[src/rtl/t03_dpu_reg_bridge.sv]
// CPU-to-DPU register bridge: shadow game-state registers committed to the DPU on vsync falling edges.
// Optional build macro T03_DPU_AUTO_COMMIT_EN: commit on every vsync falling edge regardless of pending.
module t03_dpu_reg_bridge #(
  parameter logic [31:0] BASE_ADDR = 32'hFF000000,
  parameter logic [10:0] Y_MAX     = 11'd500
) (
  input  logic        clk,
  input  logic        rst,
  input  logic [31:0] bus_addr,
  input  logic [31:0] bus_wdata,
  input  logic        bus_write,
  input  logic        bus_read,
  output logic [31:0] bus_rdata,
  output logic        bus_ack,
  input  logic        vsync,
  output logic [2:0]  gameState,
  output logic [1:0]  p1State,
  output logic [1:0]  p2State,
  output logic [3:0]  p1health,
  output logic [3:0]  p2health,
  output logic [10:0] x1,
  output logic [10:0] y1,
  output logic [10:0] x2,
  output logic [10:0] y2,
  output logic        p1Left,
  output logic        p2Left,
  output logic [15:0] frame_count
);

  localparam logic [1:0] REG_POS1 = 2'd0;
  localparam logic [1:0] REG_POS2 = 2'd1;
  localparam logic [1:0] REG_STAT = 2'd2;
  localparam logic [1:0] REG_CTRL = 2'd3;

  logic        in_window;
  logic [1:0]  reg_sel;
  logic        req;
  logic        wr_en;
  logic        rd_en;
  logic [10:0] wr_y;
  logic [31:0] rd_mux;
  logic        unused_bits;

  logic [2:0]  sh_game_state;
  logic [1:0]  sh_p1_state;
  logic [1:0]  sh_p2_state;
  logic [3:0]  sh_p1_health;
  logic [3:0]  sh_p2_health;
  logic [10:0] sh_x1;
  logic [10:0] sh_y1;
  logic [10:0] sh_x2;
  logic [10:0] sh_y2;
  logic        sh_p1_left;
  logic        sh_p2_left;
  logic        pending;

  logic        vsync_prev;
  logic        vsync_fall;
  logic        commit;

  assign in_window = (bus_addr[31:4] == BASE_ADDR[31:4]);
  assign reg_sel   = bus_addr[3:2];
  assign req       = in_window & (bus_write | bus_read);
  assign wr_en     = in_window & bus_write;
  // a combined read+write performs the write and returns zero data
  assign rd_en     = in_window & bus_read & ~bus_write;
  assign wr_y      = (bus_wdata[26:16] > Y_MAX) ? Y_MAX : bus_wdata[26:16];

  assign unused_bits = ^{bus_wdata[31:27], bus_wdata[15:11]};

`ifdef T03_DPU_AUTO_COMMIT_EN
  assign commit = vsync_fall;
`else
  assign commit = vsync_fall & pending;
`endif

  always_comb begin
    rd_mux = 32'd0;
    case (reg_sel)
      REG_POS1: rd_mux = {5'd0, sh_y1, 5'd0, sh_x1};
      REG_POS2: rd_mux = {5'd0, sh_y2, 5'd0, sh_x2};
      REG_STAT: rd_mux = {8'd0, sh_p2_health, sh_p1_health, 6'd0, sh_p2_left, sh_p1_left,
                          sh_p2_state, sh_p1_state, 1'b0, sh_game_state};
      REG_CTRL: rd_mux = {frame_count, 15'd0, pending};
      default:  rd_mux = 32'd0;
    endcase
  end

  always_ff @(posedge clk or negedge rst) begin
    if (!rst) begin
      bus_ack   <= 1'b0;
      bus_rdata <= 32'd0;
    end else begin
      bus_ack   <= req;
      bus_rdata <= rd_en ? rd_mux : 32'd0;
    end
  end

  // one registered stage after the previous-vsync compare gives the edge its cycle of latency
  always_ff @(posedge clk or negedge rst) begin
    if (!rst) begin
      vsync_prev  <= 1'b1;
      vsync_fall  <= 1'b0;
      frame_count <= 16'd0;
    end else begin
      vsync_prev <= vsync;
      vsync_fall <= vsync_prev & ~vsync;
      if (vsync_fall) begin
        frame_count <= frame_count + 16'd1;
      end
    end
  end

  always_ff @(posedge clk or negedge rst) begin
    if (!rst) begin
      sh_x1         <= 11'd0;
      sh_y1         <= 11'd0;
      sh_x2         <= 11'd0;
      sh_y2         <= 11'd0;
      sh_game_state <= 3'd0;
      sh_p1_state   <= 2'd0;
      sh_p2_state   <= 2'd0;
      sh_p1_left    <= 1'b0;
      sh_p2_left    <= 1'b0;
      sh_p1_health  <= 4'd9;
      sh_p2_health  <= 4'd9;
    end else if (wr_en) begin
      case (reg_sel)
        REG_POS1: begin
          sh_x1 <= bus_wdata[10:0];
          sh_y1 <= wr_y;
        end
        REG_POS2: begin
          sh_x2 <= bus_wdata[10:0];
          sh_y2 <= wr_y;
        end
        REG_STAT: begin
          sh_game_state <= bus_wdata[2:0];
          sh_p1_state   <= bus_wdata[5:4];
          sh_p2_state   <= bus_wdata[7:6];
          sh_p1_left    <= bus_wdata[8];
          sh_p2_left    <= bus_wdata[9];
          sh_p1_health  <= bus_wdata[19:16];
          sh_p2_health  <= bus_wdata[23:20];
        end
        default: ;
      endcase
    end
  end

  // a CTRL set in the edge cycle wins over the clear so it carries into the next frame
  always_ff @(posedge clk or negedge rst) begin
    if (!rst) begin
      pending <= 1'b0;
    end else if (wr_en && (reg_sel == REG_CTRL) && bus_wdata[0]) begin
      pending <= 1'b1;
    end else if (vsync_fall) begin
      pending <= 1'b0;
    end
  end

  always_ff @(posedge clk or negedge rst) begin
    if (!rst) begin
      x1        <= 11'd0;
      y1        <= 11'd0;
      x2        <= 11'd0;
      y2        <= 11'd0;
      gameState <= 3'd0;
      p1State   <= 2'd0;
      p2State   <= 2'd0;
      p1Left    <= 1'b0;
      p2Left    <= 1'b0;
      p1health  <= 4'd9;
      p2health  <= 4'd9;
    end else if (commit) begin
      x1        <= sh_x1;
      y1        <= sh_y1;
      x2        <= sh_x2;
      y2        <= sh_y2;
      gameState <= sh_game_state;
      p1State   <= sh_p1_state;
      p2State   <= sh_p2_state;
      p1Left    <= sh_p1_left;
      p2Left    <= sh_p2_left;
      p1health  <= sh_p1_health;
      p2health  <= sh_p2_health;
    end
  end

endmodule

[config.mk]
export PLATFORM = sky130hd
export DESIGN_NAME = t03_dpu_reg_bridge
export DESIGN_NICKNAME = d
export VERILOG_FILES = /design/src/rtl/t03_dpu_reg_bridge.sv
export SDC_FILE = /design/constraint.sdc
export NUM_CORES = 1
export LEC_CHECK = 0
export CAP_MARGIN = 20
export CORE_ASPECT_RATIO = 1.75
export CORE_UTILIZATION = 30
export DETAILED_ROUTE_END_ITERATION = 8
export SLEW_MARGIN = 20
export SYNTH_ARGS = -nofsm -noshare
export SYNTH_HDL_FRONTEND = slang
export SYNTH_SLANG_ARGS = --single-unit
[constraint.sdc]
create_clock -name clk -period 2.65 [get_ports clk]
set_input_delay 0.53 -clock clk [delete_from_list [all_inputs] [get_ports clk]]
set_output_delay 0.53 -clock clk [all_outputs]
set_load 0.05 [all_outputs]
==> out/results.ini, run 1 <==
[grt]
grt_max_degree = 61
grt_use_total = 0.163
grt_pass1_vias = 4938
antenna_found_initial = 0
gr-total-overflow = 0
grt_first_pass_wirelength_um = 28100

[synth]
synth_warnings = 0
synth_area_um2 = 6870
synth_edf_count = 0
synthArstFlopShare = 1.00
ys_ff_latch = 169
ys_dominant_reg_cell = dfrtp_1
avgSynthCellArea_um2 = 14.1
synth_top_area_cell = dfrtp_1
ys_top_cells_by_count = dfrtp_1, mux2_2, nor2_1
yosysSeqAreaShare = 0.617
synth_area_leaders = dfrtp_1, mux2_2, dfstp_2
yosysUniqueCellTypes = 38
synthDominantCellAreaShare = 0.583
yosysMostFrequentCell = dfrtp_1
syn_inst = 487

[placed_design]
dpl_cell_area_um2 = 8930
port_buffers = 161
gp_congestion = 0.777
dp.cells = 941
hpwl_um = 13300

[clocking]
cts_resized = 0
clkTransAtPathRegs_ns = 0.07
post_cts_buffers = 0
cts_sinks = 169
cts_root_buf = clkbuf_16
clk_path_buf_depth = 2
cts_inserted_buffers = 17
hold_buffers = 0
clock_latency_ns = 0.42
cts.htree.levels = 4
cts_tree = built

[route]
routed_via_density = 4.55
vias = 4429
wl_um = 18100
firstDrtPassIters = 4
final_antenna_net_count = 0
drtIter0Drc = 125
drc = 0
post_drt_wl_per_cell_um = 18.6

[setup_path]
cpMaxStageDelayCell = clkdlybuf4s50_1
reg2reg_setup_slack_ns = 0.96
critPathLaunchType = flop
critPathKind = flop to output port
crit_arrival_ns = 1.82
cp_max_fo = 2
reg2reg_to = frame_count[10]$_DFFE_PN0P_
crit_chain = clkdlybuf4s50_1
timing.rr.start = frame_count[0]$_DFFE_PN0P_
r2r_cells = 6
endpoint_kind = output port
crit_buf_inv = 1
crit_required_ns = 2.12
cp_top_family = buffers and inverters
critPathMaxStageDelay_ns = 0.87

[die]
die_w_um = 116
dieArea_um2 = 23500
fp.coreArea_um2 = 22300
start_util = 0.309
die_h_um = 202
fp-row-count = 72
io_pins = 179

[layout]
fill_cells = 2070
drive_gt1_frac = 0.263
num_antenna_cells = 0
fin_nets = 734
seq_area_um2 = 4240
finalNonFillerCells = 973
multiInputGateArea_um2 = 2480
area_delta_synth_final_pct = 39.1
stdcell_area_um2 = 9560

[power_and_ir_drop]
vdd_drop_max_uv = 427
p_leak_nw = 4.53
p_per_area_nw_per_um2 = 614

[sta]
max_freq_ghz = 0.425
skew_ns = 0.00615
timing.slew.headroom = 0.584
min_period_ns = 2.35
slew_violations = 0
worstMarginPinSlew_ns = 0.622
fin_setup_tns_ns = 0
hold_viol = 0
period_share = 0.888
rsz0062_at_grt = no
setup_viol = 0

[job]
maxCapViolations = 0

[worst_hold_path]
holdCritPathClass = primary input to async pin

[status]
status = finished clean

==> area by class of cell <==
cell class / instances / share of cell area
clock inverters: 15 / 0.0207
clock buffers: 17 / 0.0445
well taps: 296 / 0.0388
repair buffers: 183 / 0.189
flip-flops and latches: 169 / 0.444
inverters: 8 / 0.00314
multi-input cells: 285 / 0.260
==> cell families after synthesis <==
group / after synthesis / synth area share
xor+xnor: 15 / 0.0191
mux: 135 / 0.233
compound gates: 21 / 0.0168
fa+ha+maj: 1 / 0.00182
buf+inv: 37 / 0.0242
simple gates: 108 / 0.0878
flops: 169 / 0.617
other cells: 1 / 0.000546
==> per-layer routing <==
layer	up-vias	global-route usage	part of all wire
li1	2033	-	-
met2	112	0.296	0.55
met4	0	0.0774	0.028
met1	2261	0.175	0.38
met5	-	0	0
met3	23	0.0315	0.043
==> placed cells by master, fill, tap and decap left out, types with 10 or more instances in the layout <==
cell type and n:
clkdlybuf4s50_1 159, dfrtp_1 160, nand2_1 21, buf_4 19, mux2_2 97, a21oi_1 11, mux2_1 10, clkbuf_16 17
mux2i_1 19, nor2b_1 13, nor2_1 31
==> power breakdown <==
part	switching (mW)	internal (mW)	total (mW)	leakage (nW)
logic	0.342	0.237	0.579	1.94
clock network	1.16	1.45	2.60	0.303
registers	0.0663	2.62	2.69	2.29
total	1.56	4.31	5.87	4.53
==> how the worst max path moves through the flow <==
stage / depth (start not counted) / start / slack, ns / to
floorplan: 5 / bus_addr[19] / 0.44 / sh_game_state[0]$_DFFE_PN0P_
finish: 1 / p1health[3]$_DFFE_PN1P_ / 0.30 / p1health[3]
detailed placement: 7 / bus_addr[19] / -0.06 / bus_rdata[10]$_DFF_PN0_
global placement: 7 / bus_addr[19] / -0.04 / bus_rdata[10]$_DFF_PN0_
global route: 1 / frame_count[3]$_DFFE_PN0P_ / 0.26 / frame_count[3]
CTS: 1 / frame_count[3]$_DFFE_PN0P_ / 0.27 / frame_count[3]
==> through the flow <==
step                power [mW]  hold slack (ns)   util  setup slack, ns
detailed placement        3.33            0.485  0.401          -0.0611
global route              6.10            0.109  0.429            0.262
floorplan                 3.00            0.234      -            0.439
global placement          3.32            0.469  0.401          -0.0393
CTS                       5.95           0.0902  0.429            0.270
finish                    5.87           0.0759  0.429            0.295
==> state kept, by name, indices dropped and copies added (netlist names), 2 cells and up <==
name and count:
frame_count 16, x2 11, sh_p2_health 4, sh_y1 11, sh_p1_health 4, sh_x1 11
p1State 2, p2State 2, x1 11, sh_game_state 3, p2health 4, sh_x2 11
sh_p1_state 2, sh_y2 11, p1health 4, y2 11, bus_rdata 27, y1 11
gameState 3, sh_p2_state 2
No activity file was read; power rests on OpenSTA's default activity.
==> run 2: changes to the inputs <==
Settings changed: ABC_AREA set to 1, CORE_UTILIZATION 30 to 45, PLACE_DENSITY set to 0.74.
==> out/results.ini, run 2 <==
[power_and_ir_drop]
intPower_mw = 4.34
power_mw = 5.83
vdd_drop_max_uv = 360
switching_power_mw = 1.49
p_per_area_nw_per_um2 = 605
swShare = 0.255
clock_power_share = 0.446
pwr-share-comb = 0.094
p_leak_nw = 4.52
pwr-share-seq = 0.460

[setup_path]
reg2reg_setup_slack_ns = 1.10
critPathLaunchType = flop
critPathKind = flop to output port
crit_required_ns = 2.12
endpoint = frame_count[4]
worstSetupStartpoint = frame_count[4]$_DFFE_PN0P_
crit_buf_inv = 1
cp_top_family = buffers and inverters
r2r_cells = 8
crit_arrival_ns = 1.78
crit_chain = clkdlybuf4s50_1
cpMaxStageDelayCell = clkdlybuf4s50_1
endpoint_kind = output port
timing.rr.start = frame_count[0]$_DFFE_PN0P_
reg2reg_to = frame_count[14]$_DFFE_PN0P_
cp_max_fo = 7
worst-path-stages = 1
critPathMaxStageDelay_ns = 0.86

[clocking]
cts_root_buf = clkbuf_16
cts_tree = built
cts_inserted_buffers = 17
clk_path_buf_depth = 2
cts_sinks = 169
post_cts_buffers = 0
clkTransAtPathRegs_ns = 0.07
cts.htree.levels = 4
cts_resized = 0
hold_buffers = 0
clock_latency_ns = 0.42

[layout]
top_regs = bus_rdata x27, frame_count x16
final_cell_mix = nand2_1, dfrtp_1, clkdlybuf4s50_1, inv_1, nand4_1
top_register = bus_rdata
stdcell_area_um2 = 9640
fill_cells = 1251
final_common_cell = nand2_1
area_delta_synth_final_pct = 34.6
seq_area_um2 = 4240
multiInputGateArea_um2 = 2460
fin_nets = 978
drive_gt1_frac = 0.118
largest_reg_flops = 27

[sta]
setup_viol = 0
min_period_ns = 2.31
rsz0062_at_grt = no
skew_ns = 0.00931
hold_viol = 0
worstMarginPinSlew_ns = 0.599
max_freq_ghz = 0.433
fin_setup_tns_ns = 0
period_share = 0.872
timing.slew.headroom = 0.599
slew_violations = 0

[die]
fp.coreArea_um2 = 15500
dieArea_um2 = 16400
die_h_um = 169
start_util = 0.463
io_pins = 179
die_w_um = 97.3
fp-row-count = 60

[placed_design]
gp_congestion = 0.831
hpwl_um = 12800
port_buffers = 161
dpl_cell_area_um2 = 9010

[status]
status = finished clean

[synth]
yosysSeqAreaShare = 0.592
synth_top_family_by_area = simple AND/OR/NAND/NOR gates
synth_area_leaders = dfrtp_1, nand2_1, mux2_2
yosysMostFrequentCell = nand2_1
synth_area_um2 = 7160
synth_edf_count = 0
ys_ff_latch = 169
synth_top_area_cell = dfrtp_1
synth_simple_gate_area_frac = 0.209
synth_mux_area_frac = 0.0519
synth_xor_area_frac = 0.0171
ys_top_cells_by_count = nand2_1, dfrtp_1, inv_1
avgSynthCellArea_um2 = 9.61
ys_dominant_reg_cell = dfrtp_1
synth_warnings = 0
synthDominantCellAreaShare = 0.559
synth_compound_area_frac = 0.0593
yosysUniqueCellTypes = 29
synthArstFlopShare = 1.00
synth_fa_ha_area_frac = 0.00175
syn_inst = 745

[route]
firstDrtPassIters = 5
vias = 5848
post_drt_wl_per_cell_um = 16.2
drtIter0Drc = 302
final_antenna_net_count = 0
drc = 0
wl_um = 18000
routed_via_density = 5.27

[job]
maxCapViolations = 0

[grt]
grt_pass1_vias = 5784
antenna_found_initial = 2
grt_use_total = 0.230
gr-total-overflow = 0
grt_first_pass_wirelength_um = 29500
grt_max_degree = 55

[worst_hold_path]
holdCritPathClass = primary input to async pin

[run 2: changes by cell type after synthesis, sizes merged, moves of 18 or more]
cell	previous run	this run
inv	8	65
mux2	107	33
mux2i	19	0
nand2	22	205
nand3	1	19
nand4	7	59
nor2	31	51
o21ai	7	30
[run 2: how the worst min path moves through the flow]
stage	slack, ns	end	start
final	0.04	bus_rdata[21]$_DFF_PN0_	rst
after floorplan	0.23	bus_ack$_DFF_PN0_	rst
after global routing	0.07	bus_rdata[18]$_DFF_PN0_	rst
after CTS	0.05	y1[5]$_DFFE_PN0P_	rst
after global placement	0.45	sh_y2[9]$_DFFE_PN0P_	sh_y2[9]$_DFFE_PN0P_
after detailed placement	0.46	sh_p2_health[0]$_DFFE_PN1P_	sh_p2_health[0]$_DFFE_PN1P_
[run 2: metrics by stage]
step	std cells	hold WS, ns	util	worst slack [ns]
2_1_floorplan	749	0.234	-	0.919
3_3_place_gp	1075	0.449	0.583	0.331
3_5_place_dp	1075	0.456	0.583	0.295
4_1_cts	1107	0.0459	0.623	0.324
5_1_grt	1109	0.0697	0.623	0.290
6_report	1109	0.0405	0.623	0.338
[run 2: cells by family after synthesis]
group / Yosys count
compound gates: 78
fa+ha+maj: 1
mux: 33
flops: 169
other cells: 1
simple gates: 336
xor+xnor: 14
buf+inv: 113
[run 2: routing by layer]
layer / GRT usage / part of all wire / vias to the layer above
li1: - / - / 2762
met1: 0.268 / 0.40 / 2837
met2: 0.404 / 0.52 / 204
met3: 0.0429 / 0.045 / 45
met4: 0.113 / 0.037 / 0
met5: 0 / 0 / -
[run 2: final cells by class]
type | instances | share of cell area
timing repair buffer | 185 | 0.189
clock buffer | 18 | 0.0456
clock inverter | 14 | 0.0191
tap | 186 | 0.0241
sequential | 169 | 0.440
multi-input combinational | 467 | 0.255
inverter | 68 | 0.0265
antenna | 2 | 0.000519
[run 2: power by group through the flow]
stage	clock network (mW)	logic, mW	registers (mW)
floorplan	0	0.157	2.84
detailed placement	0	0.548	2.73
finish	2.60	0.546	2.68
CTS	2.64	0.551	2.68
global placement	0	0.543	2.73
global route	2.74	0.590	2.69
